`src/rtl/prefetch_queue.sv`:
```
// Instruction prefetch unit: serial word fetch, small word queue, inst/imm registers
// and the architectural PC, which the decoder reads and writes one beat at a time.
module prefetch_queue #(
  parameter int unsigned NSHIFT      = 2,
  parameter int unsigned QUEUE_WORDS = 2,
  parameter int unsigned WORD_BEATS  = 16 / NSHIFT
) (
  input  logic              clk_i,
  input  logic              reset_i,
  output logic              fetch_req_o,
  output logic [15:0]       fetch_addr_o,
  input  logic              fetch_ack_i,
  input  logic              fetch_data_valid_i,
  input  logic [NSHIFT-1:0] fetch_data_i,
  input  logic              block_prefetch_i,
  output logic              prefetch_idle_o,
  output logic              inst_valid_o,
  output logic [15:0]       inst_o,
  input  logic              inst_done_i,
  input  logic              load_imm16_i,
  output logic              imm16_loaded_o,
  output logic [15:0]       imm_full_o,
  output logic [NSHIFT-1:0] imm_data_in_o,
  input  logic              next_imm_data_i,
  input  logic              write_pc_i,
  input  logic [NSHIFT-1:0] pc_data_out_i,
  input  logic [2:0]        comp_counter_i,
  output logic [NSHIFT-1:0] pc_data_in_o
);

  localparam int unsigned WORD_W = 16;
  localparam int unsigned SR_W   = WORD_W - NSHIFT;
  localparam int unsigned BEAT_W = $clog2(WORD_BEATS);
  localparam int unsigned CNT_W  = $clog2(QUEUE_WORDS + 1);
  localparam int unsigned SH_W   = 5;
  localparam logic [WORD_W-1:0] BEAT_MASK = WORD_W'((1 << NSHIFT) - 1);

  typedef enum logic [1:0] {
    ST_IDLE    = 2'd0,
    ST_REQ     = 2'd1,
    ST_DATA    = 2'd2,
    ST_DISCARD = 2'd3
  } state_e;

  state_e             state_q, state_d;
  logic [BEAT_W-1:0]  beat_q, beat_d;
  logic [SR_W-1:0]    sr_q, sr_d;
  logic [WORD_W-1:0]  fetch_addr_q, fetch_addr_d;
  logic [WORD_W-1:0]  q_q [QUEUE_WORDS];
  logic [WORD_W-1:0]  q_d [QUEUE_WORDS];
  logic [CNT_W-1:0]   cnt_q, cnt_d;
  logic [WORD_W-1:0]  inst_q, inst_d;
  logic               inst_valid_q, inst_valid_d;
  logic [WORD_W-1:0]  imm_q, imm_d;
  logic               imm16_loaded_q, imm16_loaded_d;
  logic [WORD_W-1:0]  pc_q, pc_d;

  logic               commit;
  logic               beat_last;
  logic               push;
  logic               nonempty;
  logic               imm_pop;
  logic               inst_pop;
  logic               pop;
  logic [WORD_W-1:0]  word_in;
  logic [WORD_W-1:0]  head;
  logic [CNT_W-1:0]   wr_idx;
  logic [SH_W-1:0]    pc_sh;

  always_ff @(posedge clk_i) begin
    if (reset_i) begin
      state_q        <= ST_IDLE;
      beat_q         <= '0;
      sr_q           <= '0;
      fetch_addr_q   <= '0;
      cnt_q          <= '0;
      inst_q         <= '0;
      inst_valid_q   <= 1'b0;
      imm_q          <= '0;
      imm16_loaded_q <= 1'b0;
      pc_q           <= '0;
      for (int unsigned i = 0; i < QUEUE_WORDS; i++) q_q[i] <= '0;
    end else begin
      state_q        <= state_d;
      beat_q         <= beat_d;
      sr_q           <= sr_d;
      fetch_addr_q   <= fetch_addr_d;
      cnt_q          <= cnt_d;
      inst_q         <= inst_d;
      inst_valid_q   <= inst_valid_d;
      imm_q          <= imm_d;
      imm16_loaded_q <= imm16_loaded_d;
      pc_q           <= pc_d;
      for (int unsigned i = 0; i < QUEUE_WORDS; i++) q_q[i] <= q_d[i];
    end
  end

  always_comb begin
    state_d        = state_q;
    beat_d         = beat_q;
    sr_d           = sr_q;
    fetch_addr_d   = fetch_addr_q;
    cnt_d          = cnt_q;
    inst_d         = inst_q;
    inst_valid_d   = inst_valid_q;
    imm_d          = imm_q;
    imm16_loaded_d = imm16_loaded_q;
    pc_d           = pc_q;
    for (int unsigned i = 0; i < QUEUE_WORDS; i++) q_d[i] = q_q[i];

    pc_sh     = SH_W'(comp_counter_i) * SH_W'(NSHIFT);
    commit    = write_pc_i && (comp_counter_i == 3'(WORD_BEATS - 1));
    beat_last = fetch_data_valid_i && (beat_q == BEAT_W'(WORD_BEATS - 1));
    word_in   = {fetch_data_i, sr_q};
    head      = q_q[0];
    push      = (state_q == ST_DATA) && beat_last && !commit;
    // A PC commit retargets the stream, so nothing is consumed in that cycle.
    nonempty  = (cnt_q != '0) && !commit;
    imm_pop   = load_imm16_i && !imm16_loaded_q && nonempty;
    inst_pop  = !inst_valid_q && nonempty && !imm_pop;
    pop       = imm_pop || inst_pop;
    wr_idx    = cnt_q - CNT_W'(pop);

    // Fetch sequencer; one outstanding fetch keeps a queue slot reserved.
    case (state_q)
      ST_IDLE: begin
        if (!block_prefetch_i && (cnt_q < CNT_W'(QUEUE_WORDS))) state_d = ST_REQ;
      end
      ST_REQ: begin
        if (fetch_ack_i) begin
          state_d      = ST_DATA;
          beat_d       = '0;
          fetch_addr_d = fetch_addr_q + WORD_W'(2);
        end
      end
      ST_DATA: begin
        if (fetch_data_valid_i) begin
          beat_d = beat_q + BEAT_W'(1);
          sr_d   = word_in[WORD_W-1:NSHIFT];
        end
        if (beat_last) state_d = ST_IDLE;
        else if (commit) state_d = ST_DISCARD;
      end
      ST_DISCARD: begin
        if (fetch_data_valid_i) beat_d = beat_q + BEAT_W'(1);
        if (beat_last) state_d = ST_IDLE;
      end
      default: state_d = ST_IDLE;
    endcase

    if (commit && (state_q == ST_REQ)) begin
      state_d = fetch_ack_i ? ST_DISCARD : ST_IDLE;
      beat_d  = '0;
    end

    if (inst_done_i) begin
      inst_valid_d   = 1'b0;
      imm16_loaded_d = 1'b0;
    end
    if (next_imm_data_i) imm_d = {imm_q[NSHIFT-1:0], imm_q[WORD_W-1:NSHIFT]};

    if (pop) begin
      for (int unsigned i = 0; i + 1 < QUEUE_WORDS; i++) q_d[i] = q_q[i+1];
      cnt_d = cnt_q - CNT_W'(1);
      pc_d  = pc_q + WORD_W'(2);
    end
    if (inst_pop) begin
      inst_d       = head;
      inst_valid_d = 1'b1;
      imm_d        = {{8{head[7]}}, head[7:0]};
    end
    if (imm_pop) begin
      imm_d          = head;
      imm16_loaded_d = 1'b1;
    end

    if (push) begin
      for (int unsigned i = 0; i < QUEUE_WORDS; i++) begin
        if (CNT_W'(i) == wr_idx) q_d[i] = word_in;
      end
      cnt_d = cnt_d + CNT_W'(1);
    end

    if (write_pc_i) pc_d = (pc_d & ~(BEAT_MASK << pc_sh)) | (WORD_W'(pc_data_out_i) << pc_sh);
    if (commit) begin
      cnt_d        = '0;
      fetch_addr_d = pc_d;
    end
  end

  assign fetch_req_o     = (state_q == ST_REQ);
  assign prefetch_idle_o = (state_q == ST_IDLE);
  assign fetch_addr_o    = fetch_addr_q;
  assign inst_valid_o    = inst_valid_q;
  assign inst_o          = inst_q;
  assign imm16_loaded_o  = imm16_loaded_q;
  assign imm_full_o      = imm_q;
  assign imm_data_in_o   = imm_q[NSHIFT-1:0];
  assign pc_data_in_o    = NSHIFT'(pc_q >> pc_sh);

endmodule
```
`config.mk`:
```
export PLATFORM = sky130hd
export DESIGN_NAME = prefetch_queue
export DESIGN_NICKNAME = d
export VERILOG_FILES = /design/src/rtl/prefetch_queue.sv
export SDC_FILE = /design/constraint.sdc
export NUM_CORES = 1
export LEC_CHECK = 0
export BUFFER_PORTS_ARGS = -buffer_cell sky130_fd_sc_hd__buf_2
export CAP_MARGIN = 20
export CORE_MARGIN = 1.5
export CORE_UTILIZATION = 40
export CTS_BUF_LIST = sky130_fd_sc_hd__clkbuf_8
export DETAILED_ROUTE_END_ITERATION = 6
export SYNTH_ARGS = -nofsm -noshare
export SYNTH_HDL_FRONTEND = slang
export SYNTH_SLANG_ARGS = --single-unit
export TNS_END_PERCENT = 30
```
`constraint.sdc`:
```
create_clock -name clk_i -period 3 [get_ports clk_i]
set_input_delay 0.3 -clock clk_i [delete_from_list [all_inputs] [get_ports clk_i]]
set_output_delay 0.3 -clock clk_i [all_outputs]
set_load 0.03 [all_outputs]
```
==> flow_metrics.env <==
export IMPL_status="complete, no violations"
export IMPL_ys_flop_type="dfxtp_1"
export IMPL_setup_violations=0
export IMPL_power_frac_clock_pct=34.7
export IMPL_grt_max_degree=72
export IMPL_reg2reg_slack_ps=370
export IMPL_postCtsHoldBufs=0
export IMPL_drv_cap=0
export IMPL_required_ps=3320
export IMPL_power_density_nw_per_um2=692
export IMPL_die_h_um=119
export IMPL_fin_area_um2=6240
export IMPL_ctsResizeCount=0
export IMPL_dpl_hpwl_mm=9.40
export IMPL_place_congestion=0.884
export IMPL_crit_path_end_kind="flop"
export IMPL_die_w_um=119
export IMPL_p_leak_nw=2.28
export IMPL_first_pass_iters=5
export IMPL_yosys_warnings=0
export IMPL_hp_class="in2reg"
export IMPL_p_seq_share_pct=41.7
export IMPL_synth_most_common_cell="dfxtp_1"
export IMPL_worstSetupStartpointType="flop"
export IMPL_fin_crit_ps=2630
export IMPL_drt_wl_total_mm=13.8
export IMPL_dieArea_um2=14100
export IMPL_cp_top_family="compound AO/OA/AOI/OAI gates"
export IMPL_crit_chain="inv_1 -> ha_1 -> a41o_1 -> a21o_1 -> inv_1 -> ha_1 -> xor2_1 -> or4b_1 -> buf_4 -> o21ai_0 -> a31oi_1"
export IMPL_switching_share_pct=35.1
export IMPL_drc=0
export IMPL_synth_yosys_seq_area_share_pct=44.3
export IMPL_cts_buffers=17
export IMPL_drive_gt1_share_pct=18.6
export IMPL_h_tree_depth=4
export IMPL_ys_types=53
export IMPL_dpl_worst_slack_ps=388
export IMPL_syn_avg_cell_area_um2=8.71
export IMPL_detail_route_antenna_nets=0
export IMPL_antenna_found_initial=0
export IMPL_synth_seq_cells=119
export IMPL_period_share_pct=87.7
export IMPL_power_mw=4.32
export IMPL_tightest_slew_ps=869
export IMPL_tritoncts="built"
export IMPL_initialDrtViolationCount=352
export IMPL_rsz0062_at_grt="false"
export IMPL_critical_path_arrival_ps=2950
export IMPL_cts_root_buf="clkbuf_8"
export IMPL_netlist_area_um2=5380
export IMPL_max_slew_margin_rel_pct=40.5
export IMPL_num_vias=4713
export IMPL_grt_overflow=0
export IMPL_port_buffers=71
export IMPL_place_area_um2=5830
export IMPL_setup_slack_ps=370
export IMPL_rows=42
export IMPL_clk_pin_slew_ps=80
export IMPL_peakVddDrop_mv=0.308
export IMPL_avgRoutedWirePerCell_um=16.1
export IMPL_start_util_pct=40.8
export IMPL_io_pins=72
export IMPL_slew_violations=0
export IMPL_yosysTopAreaCellShare_pct=44.3
export IMPL_core_area_um2=13200
export IMPL_total_switching_power_mw=1.51
export IMPL_area_growth_pct=16.1
export IMPL_worst_path_max_fanout=32
export IMPL_nets=693
export IMPL_viasPerCell=5.48
export IMPL_intPower_mw=2.81
export IMPL_pwr_share_comb_pct=23.6
export IMPL_synth_edf_count=0
export IMPL_yosys_top_cells_area="dfxtp_1 (44%), mux2i_1 (8.2%), nand2_1 (5.7%), nor2_1 (4.0%), o21ai_0 (3.7%)"
export IMPL_clkLatencyLatePin_ps=450
export IMPL_syn_num_nets=639
export IMPL_cp_buffers_inverters=3
export IMPL_synth_common_cells="dfxtp_1 (119), nand2_1 (82), nor2_1 (58)"
export IMPL_clkSinkCount=119
export IMPL_crit_slowest_cell="or4b_1"
export IMPL_grt_pass1_vias=4452
export IMPL_grt_use_total_pct=19.9
export IMPL_fmax_ghz=0.380
export IMPL_fin_worst_skew_ps=9.84
export IMPL_grt_pass1_wl_mm=22.3
export IMPL_hold_violations=0
export IMPL_setup_tns_final_ps=0
export IMPL_clk_path_buf_depth=2
export IMPL_path_class="reg2reg"
export IMPL_antenna_cells=0
export IMPL_synth_top_area_cell="dfxtp_1"
export IMPL_async_flop_share_pct=0
export IMPL_syn_inst=617
export IMPL_final_util_pct=47.3
export IMPL_cts_setup_buffers=0
export IMPL_cp_slowest_stage_delay_ps=480
-- placed cells by master (no fill, tap or decap), types with 16 or more instances in the layout --
cell type,n
nor2_1,58
a31oi_1,26
nand2_1,82
clkbuf_8,19
a21oi_1,37
xnor2_1,16
o21ai_0,40
a211oi_1,22
buf_2,71
mux2i_1,44
dfxtp_1,119
-- tightest hold or removal path, stage by stage --
cell and delay [ps]:
buf_2 110, nand2_1 50, a21oi_1 50
-- sequential cells by signal (all words and copies together), names as in the netlist --
register,count
beat_q,3
cnt_q,2
fetch_addr_o,16
imm16_loaded_o,1
imm_full_o,16
inst_o,16
inst_valid_o,1
pc_q,16
q_q,32
sr_q,14
state_q,2
-- metrics by stage --
step | instances | hold slack [ps]
after floorplan | 617 | 436
after global placement | 828 | 458
after detailed placement | 828 | 466
after CTS | 860 | 101
after global routing | 860 | 113
final | 860 | 119
-- path summary, 6_finish.rpt --
check                       start        end  depth (start not counted)
setup / recovery         cnt_q[1]  q_q[0][7]                         11
hold / removal    fetch_data_i[0]   sr_q[12]                          3
setup reg to reg         cnt_q[1]  q_q[0][7]                         11
hold reg to reg         beat_q[1]  beat_q[1]                          2
-- cell families after synthesis --
kind of cell,count (synthesis),share of synthesized area [%]
simple gates,203,17.6
mux,50,10.3
compound gates,162,18.9
xor+xnor,17,2.77
fa+ha+maj,6,1.40
flops,119,44.3
buf+inv,60,4.79
-- cell type report --
type                            instances  area [um^2]
Multi-Input combinational cell        438         2740
Sequential cell                       119         2380
Timing Repair Buffer                   82          438
Inverter                               13         48.8
Tap cell                              176          220
Clock buffer                           19          262
Fill cell                            1293         6950
Clock inverter                         13          149
-- per-layer routing --
| metal | track usage, % | wire length, um | vias to the layer above |
|---|---|---|---|
| met3 | 4.21 | 548 | 18 |
| met5 | 0 | 0 | - |
| met1 | 26.1 | 6530 | 2258 |
| met4 | 8.89 | 283 | 0 |
| met2 | 31.7 | 6440 | 104 |
| li1 | - | - | 2333 |
-- power by group through the flow --
| stage | registers (mW) | clock network [mW] | logic, mW |
|---|---|---|---|
| 6_report | 1.80 | 1.50 | 1.02 |
| 5_1_grt | 1.82 | 1.60 | 1.10 |
| 4_1_cts | 1.80 | 1.52 | 1.02 |
| 3_5_place_dp | 1.84 | 0 | 1.02 |
| 3_3_place_gp | 1.83 | 0 | 1.00 |
| 2_1_floorplan | 1.95 | 0 | 0.659 |
No activity file was read; power rests on OpenSTA's default activity.
